`config.mk`:
```
export PLATFORM = sky130hd
export DESIGN_NAME = ir_rx_decoder
export DESIGN_NICKNAME = d
export VERILOG_FILES = /design/src/rtl/ir_rx_decoder.sv
export SDC_FILE = /design/constraint.sdc
export NUM_CORES = 1
export LEC_CHECK = 0
export CAP_MARGIN = 30
export CORE_ASPECT_RATIO = 2
export CORE_MARGIN = 2
export CORE_UTILIZATION = 50
export CTS_CLUSTER_SIZE = 10
export DETAILED_ROUTE_END_ITERATION = 8
export GPL_ROUTABILITY_DRIVEN = 0
export PLACE_DENSITY = 0.76
export SETUP_SLACK_MARGIN = 0.05
export SLEW_MARGIN = 10
export SYNTH_ARGS = -nofsm -noshare
export SYNTH_HDL_FRONTEND = slang
export SYNTH_SLANG_ARGS = --single-unit
```
`constraint.sdc`:
```
create_clock -name clk -period 8 [get_ports clk]
set_clock_uncertainty 0.05 [all_clocks]
set_input_delay 1.6 -clock clk [delete_from_list [all_inputs] [get_ports clk]]
set_output_delay 1.6 -clock clk [all_outputs]
set_load 0.02 [all_outputs]
```
`src/rtl/ir_rx_decoder.sv`:
```
// IR receive decoder: times marks/spaces of the demodulated envelope and decodes
// one frame (lead, 35-bit word, connect code, 32-bit word) into data35/data32.
module ir_rx_decoder #(
  parameter int unsigned LEAD_MARK_MIN  = 800000,
  parameter int unsigned LEAD_MARK_MAX  = 1000000,
  parameter int unsigned LEAD_SPACE_MIN = 400000,
  parameter int unsigned LEAD_SPACE_MAX = 500000,
  parameter int unsigned ZERO_MARK_MIN  = 50000,
  parameter int unsigned ZERO_MARK_MAX  = 100000,
  parameter int unsigned ONE_MARK_MIN   = 120000,
  parameter int unsigned ONE_MARK_MAX   = 180000,
  parameter int unsigned BIT_SPACE_MIN  = 30000,
  parameter int unsigned BIT_SPACE_MAX  = 100000,
  parameter int unsigned CONN_SPACE_MIN = 1800000,
  parameter int unsigned CONN_SPACE_MAX = 2100000,
  parameter int unsigned TIMEOUT        = 2500000,
  parameter int          LEN_W          = 22
) (
  input  logic        clk,
  input  logic        rst,
  input  logic        ir_in,
  output logic [34:0] data35,
  output logic [31:0] data32,
  output logic        frame_valid,
  output logic        frame_err,
  output logic        busy
);

  typedef enum logic [3:0] {
    S_IDLE, S_LEAD_MARK, S_LEAD_SPACE, S_D35_MARK, S_D35_SPACE, S_CONN_WAIT,
    S_CONN_MARK, S_CONN_SPACE, S_D32_MARK, S_D32_SPACE, S_ERR
  } state_t;

  state_t            r_state;
  logic              r_sync1, r_ir_s, r_ir_d;
  logic [LEN_W-1:0]  r_len;
  logic [5:0]        r_cnt;
  logic [34:0]       r_sr35;
  logic [30:0]       r_sr32;
  logic [34:0]       r_data35;
  logic [31:0]       r_data32;
  logic              r_frame_valid, r_frame_err;

  logic              w_rise, w_fall;
  logic [31:0]       w_len32;
  logic              w_is0, w_is1, w_bit_ok;
  logic              w_timeout;

  function automatic logic in_win(input logic [31:0] v, input logic [31:0] lo,
                                  input logic [31:0] hi);
    return (v >= lo) && (v <= hi);
  endfunction

  assign w_rise    = r_ir_s & ~r_ir_d;
  assign w_fall    = ~r_ir_s & r_ir_d;
  assign w_len32   = 32'(r_len);
  assign w_is0     = in_win(w_len32, ZERO_MARK_MIN, ZERO_MARK_MAX);
  assign w_is1     = in_win(w_len32, ONE_MARK_MIN, ONE_MARK_MAX);
  assign w_bit_ok  = w_is0 | w_is1;
  assign w_timeout = (r_state != S_IDLE) && (r_state != S_ERR) && (w_len32 > TIMEOUT);

  // Synchroniser, edge delay and saturating run-length counter
  always_ff @(posedge clk or posedge rst) begin
    if (rst) begin
      r_sync1 <= 1'b0;
      r_ir_s  <= 1'b0;
      r_ir_d  <= 1'b0;
      r_len   <= '0;
    end else begin
      r_sync1 <= ir_in;
      r_ir_s  <= r_sync1;
      r_ir_d  <= r_ir_s;
      if (w_rise | w_fall)
        r_len <= LEN_W'(1);
      else if (r_len != '1)
        r_len <= r_len + LEN_W'(1);
    end
  end

  // Frame FSM; the old r_len is the width of the level that just ended
  always_ff @(posedge clk or posedge rst) begin
    if (rst) begin
      r_state       <= S_IDLE;
      r_cnt         <= '0;
      r_sr35        <= '0;
      r_sr32        <= '0;
      r_data35      <= '0;
      r_data32      <= '0;
      r_frame_valid <= 1'b0;
      r_frame_err   <= 1'b0;
    end else begin
      r_frame_valid <= 1'b0;
      r_frame_err   <= 1'b0;
      if (w_timeout) begin
        r_state <= S_ERR;
      end else begin
        unique case (r_state)
          S_IDLE: if (w_rise) begin
            r_state <= S_LEAD_MARK;
            r_cnt   <= '0;
          end
          S_LEAD_MARK: if (w_fall)
            r_state <= in_win(w_len32, LEAD_MARK_MIN, LEAD_MARK_MAX) ? S_LEAD_SPACE : S_ERR;
          S_LEAD_SPACE: if (w_rise)
            r_state <= in_win(w_len32, LEAD_SPACE_MIN, LEAD_SPACE_MAX) ? S_D35_MARK : S_ERR;
          S_D35_MARK: if (w_fall) begin
            if (w_bit_ok) begin
              r_sr35  <= {r_sr35[33:0], w_is1};
              r_cnt   <= r_cnt + 6'd1;
              r_state <= (r_cnt == 6'd34) ? S_CONN_WAIT : S_D35_SPACE;
            end else begin
              r_state <= S_ERR;
            end
          end
          S_D35_SPACE: if (w_rise)
            r_state <= in_win(w_len32, BIT_SPACE_MIN, BIT_SPACE_MAX) ? S_D35_MARK : S_ERR;
          S_CONN_WAIT: if (w_rise)
            r_state <= in_win(w_len32, BIT_SPACE_MIN, BIT_SPACE_MAX) ? S_CONN_MARK : S_ERR;
          S_CONN_MARK: if (w_fall) begin
            r_cnt   <= '0;
            r_state <= w_is0 ? S_CONN_SPACE : S_ERR;
          end
          S_CONN_SPACE: if (w_rise)
            r_state <= in_win(w_len32, CONN_SPACE_MIN, CONN_SPACE_MAX) ? S_D32_MARK : S_ERR;
          S_D32_MARK: if (w_fall) begin
            if (!w_bit_ok) begin
              r_state <= S_ERR;
            end else if (r_cnt == 6'd31) begin
              r_data35      <= r_sr35;
              r_data32      <= {r_sr32, w_is1};
              r_frame_valid <= 1'b1;
              r_cnt         <= '0;
              r_state       <= S_IDLE;
            end else begin
              r_sr32  <= {r_sr32[29:0], w_is1};
              r_cnt   <= r_cnt + 6'd1;
              r_state <= S_D32_SPACE;
            end
          end
          S_D32_SPACE: if (w_rise)
            r_state <= in_win(w_len32, BIT_SPACE_MIN, BIT_SPACE_MAX) ? S_D32_MARK : S_ERR;
          S_ERR: begin
            r_frame_err <= 1'b1;
            r_cnt       <= '0;
            r_state     <= S_IDLE;
          end
          default: r_state <= S_IDLE;
        endcase
      end
    end
  end

  assign data35      = r_data35;
  assign data32      = r_data32;
  assign frame_valid = r_frame_valid;
  assign frame_err   = r_frame_err;
  assign busy        = (r_state != S_IDLE);

endmodule

```
After elaboration in Yosys (flattened, before gate mapping) --
Index checks and enable logic that the tools add are counted.
Storage, ports and cells: bits in registers 170, output and inout port bits 70, logic and storage cells 121, bits of input ports 3
Operators by class: bitwise logic cells 8, reductions and logical operators 17, muxes and demuxes 40, equality and inequality tests 30, magnitude comparators 12, add/sub/neg operators 2
Operator list (number):
- two-way mux 4 bit | 19
- two-way mux 22 bit | 2
- two-way mux 6 bit | 7
- case mux 4 bit (10 select lines) | 1
- != test 3 bit (second input constant) | 10
- case mux 6 bit (5 select lines) | 1
- adder 22 x 1 -> 22 bit (second input constant) | 1
- >= comparator 22 x 15 -> 1 bit (second input constant) | 1
- >= comparator 22 x 16 -> 1 bit (second input constant) | 1
- >= comparator 22 x 17 -> 1 bit (second input constant) | 1
- >= comparator 22 x 19 -> 1 bit (second input constant) | 1
- >= comparator 22 x 20 -> 1 bit (second input constant) | 1
- >= comparator 22 x 21 -> 1 bit (second input constant) | 1
- > comparator 22 bit (second input constant) | 1
- <= comparator 22 x 17 -> 1 bit (second input constant) | 1
- <= comparator 22 x 18 -> 1 bit (second input constant) | 1
- <= comparator 22 x 19 -> 1 bit (second input constant) | 1
- <= comparator 22 x 20 -> 1 bit (second input constant) | 1
- <= comparator 22 bit (second input constant) | 1
- != test 22 bit (second input constant) | 1
- equality test 4 x 3 -> 1 bit (second input constant) | 4
- equality test 4 bit (second input constant) | 3
- != test 2 bit (second input constant) | 6
- AND reduction 10 bit | 1
- 19 further kinds | 41

Depth between registers and ports, before layout --
Gate-level depths: netlist (run 1).
depth after elaboration 7, depth in mapped cells 11, mapped depth without buffers 9

Worst setup path before layout (run 1) --
OpenSTA, ideal clock, no wires.
path type reg2reg, start point register r_len[21], end point register r_sr35[10], clock period less this slack 2748 ps, cell stages (with the launch flop) 11, required time 7825 ps, slack 5252 ps, library setup time 125 ps, data arrival time 2573 ps, path buffers 3, path through dfrtp_1 buf_6 or3_4 or3_4 a211o_1 a22oi_4 o21ai_1 or2_1 buf_6 buf_6 mux2_4
Between the ends: cells in the longest elaborated chain, start to end 4, elaborated cells between the ends (all ways) 11, classes of those cells order compare (5); bitwise (2); reduce/logical (4)
RTL lines:
- start: declaration | line 36 | logic [LEN_W-1:0] r_len;
- start signal: assignment | line 76 | r_len <= r_len + LEN_W'(1);
- >= comparator 22 x 16 -> 1 bit (tied with other cells) | line 51 | return (v >= lo) && (v <= hi);
- logical AND 1 bit (on tied branches) | line 51, 60
- OR 1 bit or inverter 1 bit (tied branches)
- AND reduction 4 bit (no line) (*)
- end signal: assignment | line 108 | r_sr35 <= {r_sr35[33:0], w_is1};
- end: declaration | line 38 | logic [34:0] r_sr35;
Every way passes the cells marked *; elsewhere a longest branch is shown, timed or not. A chain may end at the register's enable or synchronous reset.

Worst setup path in the final report (run 1) --
start point register r_state[1], end point output busy
Between the ends: cells in the longest elaborated chain, start to end 1
RTL lines:
- start: declaration | line 34 | state_t r_state;
- start signal: assignment | line 103 | r_state <= in_win(w_len32, LEAD_MARK_MIN, LEAD_MARK_MAX) ? S_LEAD_SPACE : S_ERR;
- start signal: assignment | line 105 | r_state <= in_win(w_len32, LEAD_SPACE_MIN, LEAD_SPACE_MAX) ? S_D35_MARK : S_ERR;
- start signal: assignment | line 110 | r_state <= (r_cnt == 6'd34) ? S_CONN_WAIT : S_D35_SPACE;
- nonzero test 4 bit | line 157 | assign busy = (r_state != S_IDLE);
- end: declaration | line 26 | output logic busy
No other way between the ends.

==> metrics, run 1 <==
outcome completed; summed negative setup slack over all endpoints 0 ns; number of nets in the synthesized netlist 667; clock-pin transition on the worst setup and hold timing paths ~0.070 ns; maximum VDD drop 136 µV; area inside the core boundary between 0.015 and 0.02 mm²; root buffer selected by CTS sky130_fd_sc_hd__clkbuf_16; data arrival time at the worst-slack endpoint around 2 ns; Syn Inst Count around 660; CP required ~6.4 ns; Clock power frac between 40% and 50%; Post-Syn Area per Cell around 12 µm²; Least-Margin Pin Slew between 0.9 and 1 ns; number of max-cap violations 0; routed metal-1 wirelength 6120 µm; post-layout net count 724; TritonCTS clock tree built; final std cell area, no fill about 0.0094 mm²; async set or reset register ratio after synthesis between 90% and 100%; DIE HEIGHT between 150 and 200 µm; pre-CTS setup slack 4.49 ns; FF+latch area around 0.0043 mm²; initial antenna violation count 0; CP startpoint kind flop; number of clock sinks 170; RSZ-0062 raised after global routing false; global-route wire length before repair around 29000 µm; largest net degree at the start of global routing ~100; CTS hold repair buffers 0; initial cell density of the core 50.9%; drc violations 0; peak clock frequency supported by timing 274 MHz; vias in the first global route approximately 5700; total half-perimeter wirelength after legalization and detailed placement roughly 12000 µm; Skew-Pair Late Insertion Delay 0.42 ns; Total Routed Length between 15000 and 20000 µm; wire per inst between 15 and 20 µm; pins over their slew limit 0; proportion of layout cells with a drive suffix above 1 approximately 23%; met2 wirelength from detailed routing roughly 9600 µm; starting DRC count in detailed routing a little under 400; IO buf count 72; final setup violating endpoints 0; Die Footprint approximately 0.017 mm²; worst-case headroom to the max-slew limit between 30% and 40%; H-tree lvl count 4; total vias in the final route 5486; signed area change from the synthesized netlist to the final layout 18.0%; count of synthesis-stage warnings from yosys 0; proportion of power drawn by combinational gates a little over a tenth; sequential group share of total power a little under half; number of placement rows 65; Most used DFF post-synth sky130_fd_sc_hd__dfrtp_1; register bit total from synthesis 170; die outline width 93.4 µm; count of cells resized by post-cts repair 0; total standard cell area after synthesis roughly 0.008 mm²; postcts setup bufs 0; min-delay worst type flop to flop; aggregate global-route resource usage approximately a fifth; met3 layer wire length in the routed design a little under 700 µm; Unique masters post-synth 64; cell internal pwr approximately 0.0014 W; TritonRoute pass-1 iters 5; switch share 26.8%; power density of the placed cells 202 mW/mm²; fillcell total 1216; buffer levels on the longest clock path 2; area of the multi-input gates approximately 0.0035 mm²; post-route antenna net violation count 0; top fanout value on the critical path 17; worst slack on hold paths ~0.34 ns; clock buffers created by TritonCTS 17; IO Count 73; PnR worst setup slack between 4 and 5 ns; sequential-to-total area share from yosys stat 53.2%; nature of the critical path endpoint output pin; placed standard-cell area just under 0.009 mm²; number of enable-type register cells in the synthesized netlist 0; total congestion overflow after global routing 0; highest metal used met4; final critical-path share of the clock period between 40% and 50%; Net Sw Power ~0.0005 W; Via-to-Cell Ratio roughly 6; LEAKAGE ~4.5 nW; worst setup path class flop to output pin; post-layout min period approximately 3.6 ns; number of hold violations in the final report 0; Antenna Cells 0
[final timing paths]
check,start,to,slack [ns],cells past startpoint
worst max-delay path,r_state[1],busy,4.35,3
worst min-delay path,r_sync1,r_ir_s,0.34,0
worst max register to register,r_len[12],data32[30],4.46,7
worst min register to register,r_sync1,r_ir_s,0.34,0
max in group asynchronous,rst,data35[30],5.56,3
min in group asynchronous,rst,r_sync1,1.44,2
[critical path, cell delays in order, from the launching register on]
cell,delay (ns)
sky130_fd_sc_hd__dfrtp_1,0.67
sky130_fd_sc_hd__nor2_1,0.18
sky130_fd_sc_hd__nand2_1,0.11
sky130_fd_sc_hd__clkdlybuf4s50_1,0.61
[cells by family (layout without fill, tap and decap cells)]
logic type	count (synthesis)	after routing	synth area share (%)
mux	137	137	20.6
simple gates	173	173	11.3
compound gates	97	97	8.62
xor+xnor	16	16	1.75
buf+inv	59	129	3.55
flops	170	170	53.2
fa+ha+maj	6	6	0.939
[sequential cells by signal, indices dropped and copies added (netlist names)]
register and flops:
frame_err 1, data35 35, r_cnt 6, r_sync1 1, r_ir_s 1, data32 32, r_state 4, r_sr32 31
frame_valid 1, r_ir_d 1, r_sr35 35, r_len 22
[layer usage]
metal,vias up,track usage (%)
li1,2485,-
met5,-,0
met1,2730,22.5
met3,73,4.52
met4,0,11.2
met2,198,38.9
[stage by stage]
stage / cells / power (W) / utilization (%)
2_1_floorplan: 658 / 0.00107 / -
3_3_place_gp: 895 / 0.00111 / 56.1
3_5_place_dp: 897 / 0.00113 / 56.4
4_1_cts: 929 / 0.00192 / 60.1
5_1_grt: 929 / 0.00199 / 60.1
6_report: 929 / 0.00191 / 60.1
[cell usage in the layout (no fill, tap or decap), types with 3 or more instances in the layout]
cell                                n
sky130_fd_sc_hd__a2111oi_0          3
sky130_fd_sc_hd__a211o_1            3
sky130_fd_sc_hd__a211oi_1           4
sky130_fd_sc_hd__a21oi_1           15
sky130_fd_sc_hd__a31oi_1            4
sky130_fd_sc_hd__and2_1             5
sky130_fd_sc_hd__and3_1             7
sky130_fd_sc_hd__buf_4              3
sky130_fd_sc_hd__clkbuf_16         17
sky130_fd_sc_hd__clkdlybuf4s50_1   72
sky130_fd_sc_hd__clkinv_2           4
sky130_fd_sc_hd__dfrtp_1          170
sky130_fd_sc_hd__ha_1               6
sky130_fd_sc_hd__inv_1             18
sky130_fd_sc_hd__inv_6              4
sky130_fd_sc_hd__mux2_1            19
sky130_fd_sc_hd__mux2_2            85
sky130_fd_sc_hd__mux2_4            29
sky130_fd_sc_hd__mux2i_1            4
sky130_fd_sc_hd__nand2_1           37
sky130_fd_sc_hd__nand2b_1           8
sky130_fd_sc_hd__nand3_1           11
sky130_fd_sc_hd__nand4_1            7
sky130_fd_sc_hd__nand4b_1           3
sky130_fd_sc_hd__nor2_1            37
sky130_fd_sc_hd__nor2b_1            9
sky130_fd_sc_hd__nor3_1            16
sky130_fd_sc_hd__nor4_1             8
sky130_fd_sc_hd__nor4b_1            3
sky130_fd_sc_hd__o2111ai_1          3
sky130_fd_sc_hd__o211ai_1           5
sky130_fd_sc_hd__o21ai_0           26
sky130_fd_sc_hd__o31ai_1            8
sky130_fd_sc_hd__or2_2              4
sky130_fd_sc_hd__or3_1              7
sky130_fd_sc_hd__xnor2_1           11
sky130_fd_sc_hd__xor2_1             5
[area by class of cell]
class / instances / area share [%]
Timing Repair Buffer: 77 / 8.46
Tap cell: 201 / 2.67
Sequential cell: 170 / 45.1
Clock inverter: 14 / 1.49
Inverter: 20 / 0.849
Multi-Input combinational cell: 429 / 36.8
Clock buffer: 18 / 4.66
[cell usage after synthesis (9+ instances only)]
master                     count  area, µm²
sky130_fd_sc_hd__nor3_1       16       80.1
sky130_fd_sc_hd__mux2_4       29        435
sky130_fd_sc_hd__nor2_1       37        139
sky130_fd_sc_hd__a21oi_1      15       75.1
sky130_fd_sc_hd__nor2b_1       9       56.3
sky130_fd_sc_hd__inv_1        19       71.3
sky130_fd_sc_hd__nand2_1      37        139
sky130_fd_sc_hd__nand3_1      11       55.1
sky130_fd_sc_hd__clkbuf_1     23       86.3
sky130_fd_sc_hd__o21ai_0      26        130
sky130_fd_sc_hd__dfrtp_1     170       4250
sky130_fd_sc_hd__mux2_2       85        957
sky130_fd_sc_hd__mux2_1       19        214
sky130_fd_sc_hd__xnor2_1      11       96.3
[power groups by stage]
stage          Clock (W)  Sequential, W  Combinational [W]
3_3_place_gp           0       0.000923           0.000190
3_5_place_dp           0       0.000925           0.000200
4_1_cts         0.000813       0.000909           0.000201
2_1_floorplan          0       0.000908           0.000158
5_1_grt         0.000849       0.000913           0.000227
6_report        0.000792       0.000912           0.000203
(Power assumes the default switching activity.)
==> inputs of run 2 (changes only) <==
clock period = 3.7 ns   (was 8 ns; I/O delays follow)
==> run 2 against run 1 <==
First-iteration DRC count rose by 26%. Flip-flop and latch count did not move. Worst hold slack got worse by 0.032 ns. Sequential share of layout area fell by 0.36 points. Critical path depth rose by 4. Sequential power rose by 120%. Clock power rose by 120%. Critical path type is now flop to flop. Via count rose by 0.95%. Final area rose by 0.81%. Global-route usage fell by 0.19 points. Non-clock buffer count rose by 6. Largest power group unchanged.
==> metrics, run 2 (synthesis gave the netlist of run 1 again) <==
outcome completed (unchanged); number of max-cap violations 0 (unchanged); worst setup path class flop to flop (was flop to output pin); signed area change from the synthesized netlist to the final layout 18.9% (was 18.0%); global-route wire length before repair 28600 µm (about the same); CTS hold repair buffers 0 (unchanged); reg2reg path depth 7 (unchanged); Via-to-Cell Ratio 5.92 (was 5.91); peak clock frequency supported by timing a little over 300 MHz; post-route antenna net violation count 0 (unchanged); wire per inst 18.2 µm (was 18.5 µm); total half-perimeter wirelength after legalization and detailed placement 11900 µm (was 12200 µm); TritonRoute pass-1 iters 6 (was 5); total vias in the final route 5538 (was 5486); TritonCTS clock tree built (unchanged); final critical-path share of the clock period between 80 and 90%; fillcell total 1197 (was 1216); destination of the worst hold path r_ir_s (unchanged); fraction of met2 tracks used by global routing 37.6% (was 38.9%); Skew-Pair Late Insertion Delay 0.42 ns (about the same); initial cell density of the core 50.9% (unchanged); summed negative setup slack over all endpoints 0 ns (unchanged); IO buf count 72 (unchanged); grt peak-use layer met2 (unchanged); CP startpoint kind flop (unchanged); min-delay worst type flop to flop (unchanged); LEAKAGE 4.54 nW (was 4.51 nW); pins over their slew limit 0 (unchanged); count of cells resized by post-cts repair 0 (unchanged); origin of the worst min-delay path r_sync1 (unchanged); proportion of layout cells with a drive suffix above 1 23.2% (was 22.5%); buffer levels on the longest clock path 2 (unchanged); maximum VDD drop 304 µV (was 136 µV); starting DRC count in detailed routing 484 (was 385); most frequent cells in the layout sky130_fd_sc_hd__dfrtp_1 (170), sky130_fd_sc_hd__mux2_2 (85), sky130_fd_sc_hd__clkdlybuf4s50_1 (72) (unchanged); IO Count 73 (unchanged); Least-Margin Pin Slew 0.952 ns (was 0.934 ns); clock buffers created by TritonCTS 17 (unchanged); met3 track utilization from global routing 3.41% (was 4.52%); power density of the placed cells 436 mW/mm² (was 202 mW/mm²); number of clock sinks 170 (unchanged); H-tree lvl count 4 (unchanged); FF+latch area 0.00425 mm² (unchanged); largest net degree at the start of global routing 107 (was 98); drc violations 0 (unchanged); reg2reg end data35[5] (was data32[30]); worst-case headroom to the max-slew limit 34.9% (was 36.9%); die outline width 93.4 µm (unchanged); nature of the critical path endpoint flop (was output pin); number of placement rows 65 (unchanged); RR Startpoint r_len[13] (was r_len[12]); post-layout net count 730 (was 724); Core Util, Final 60.6% (was 60.1%); worst slack on hold paths 0.305 ns (was 0.337 ns); post-layout min period 3.26 ns; area inside the core boundary 0.0157 mm² (unchanged); commonest non-fill, non-tap cell in the layout sky130_fd_sc_hd__dfrtp_1 (unchanged); DIE HEIGHT 183 µm (unchanged); Min-Delay Path Depth 0 (unchanged); Total Routed Length 17100 µm (was 17200 µm); number of hold violations in the final report 0 (unchanged); data arrival time at the worst-slack endpoint 3.51 ns (was 2.00 ns); total congestion overflow after global routing 0 (unchanged); final setup violating endpoints 0 (unchanged); root buffer selected by CTS sky130_fd_sc_hd__clkbuf_16 (unchanged); Antenna Cells 0 (unchanged); top fanout value on the critical path 12 (was 17); initial antenna violation count 0 (unchanged); aggregate global-route resource usage 21.2% (was 21.3%); RSZ-0062 raised after global routing false (unchanged); clock-pin transition on the worst setup and hold timing paths 0.07 ns (about the same); area of the multi-input gates 0.00347 mm² (unchanged); vias in the first global route 5671 (was 5735); worst reg-to-reg setup slack 0.44 ns (was 4.46 ns); met1 routing resource usage after global routing 24.1% (was 22.5%); Die Footprint 0.0171 mm² (unchanged); CP required 3.95 ns (was 6.35 ns); postcts setup bufs 0 (unchanged)
## run 2: cell types whose count changed in the layout (fill, tap and decap cells not counted), moves of 2 or more
| cell | delta |
|---|---|
| sky130_fd_sc_hd__clkinv_2 | -3 |
| sky130_fd_sc_hd__inv_8 | +2 |
| sky130_fd_sc_hd__buf_4 | +3 |
| sky130_fd_sc_hd__clkinv_8 | +2 |
| sky130_fd_sc_hd__buf_16 | -2 |
| sky130_fd_sc_hd__buf_12 | +5 |
## run 2: worst max path at each step
stage | end | slack (ns) | start | cells past startpoint
final | data35[5] | 0.44 | r_len[13] | 7
after global routing | data32[16] | 0.20 | r_len[13] | 7
after global placement | data32[31] | 0.57 | r_len[11] | 7
after detailed placement | data32[7] | 0.50 | r_len[13] | 7
after CTS | data32[16] | 0.47 | r_len[13] | 7
after floorplan | data32[0] | 0.74 | rst | 1
## run 2: critical path, cell delays in order (launching register included)
cell	delay [ns]
sky130_fd_sc_hd__dfrtp_1	0.57
sky130_fd_sc_hd__nand3_1	0.24
sky130_fd_sc_hd__or2_2	0.36
sky130_fd_sc_hd__o311ai_0	0.51
sky130_fd_sc_hd__a21oi_2	0.28
sky130_fd_sc_hd__o2111ai_4	0.55
sky130_fd_sc_hd__buf_4	0.24
sky130_fd_sc_hd__mux2_2	0.33
## run 2: cell type report
| class | count | share of cell area, % |
|---|---|---|
| sequential | 170 | 44.7 |
| multi-input combinational | 429 | 36.5 |
| timing repair buffer | 83 | 9.11 |
| clock buffer | 18 | 4.62 |
| tap | 201 | 2.64 |
| clock inverter | 14 | 1.58 |
| inverter | 20 | 0.829 |
## run 2: per-layer routing
metal | vias up | routed length (µm)
li1 | 2498 | -
met1 | 2736 | 6420
met2 | 231 | 9140
met3 | 73 | 712
met4 | 0 | 782
met5 | - | 0
## run 2: per-stage QoR
stage / area [µm²] / total power (W) / instances / worst slack (ns)
floorplan: 8000 / 0.00230 / 658 / 0.741
global placement: 8920 / 0.00242 / 903 / 0.574
detailed placement: 8920 / 0.00243 / 903 / 0.501
CTS: 9510 / 0.00417 / 935 / 0.471
global route: 9510 / 0.00433 / 935 / 0.202
finish: 9510 / 0.00414 / 935 / 0.439
## run 2: power by group
part | switching [W] | internal, W
Combinational | 0.000276 | 0.000163
Clock | 0.000815 | 0.000921
Sequential | 0.0000760 | 0.00189
Total | 0.00117 | 0.00297
==> inputs of run 3 (changes only) <==
SLEW_MARGIN = not set   (was 10)
==> results of run 3 <==
The final DEF is identical to that of run 2; final timing and power are the same.
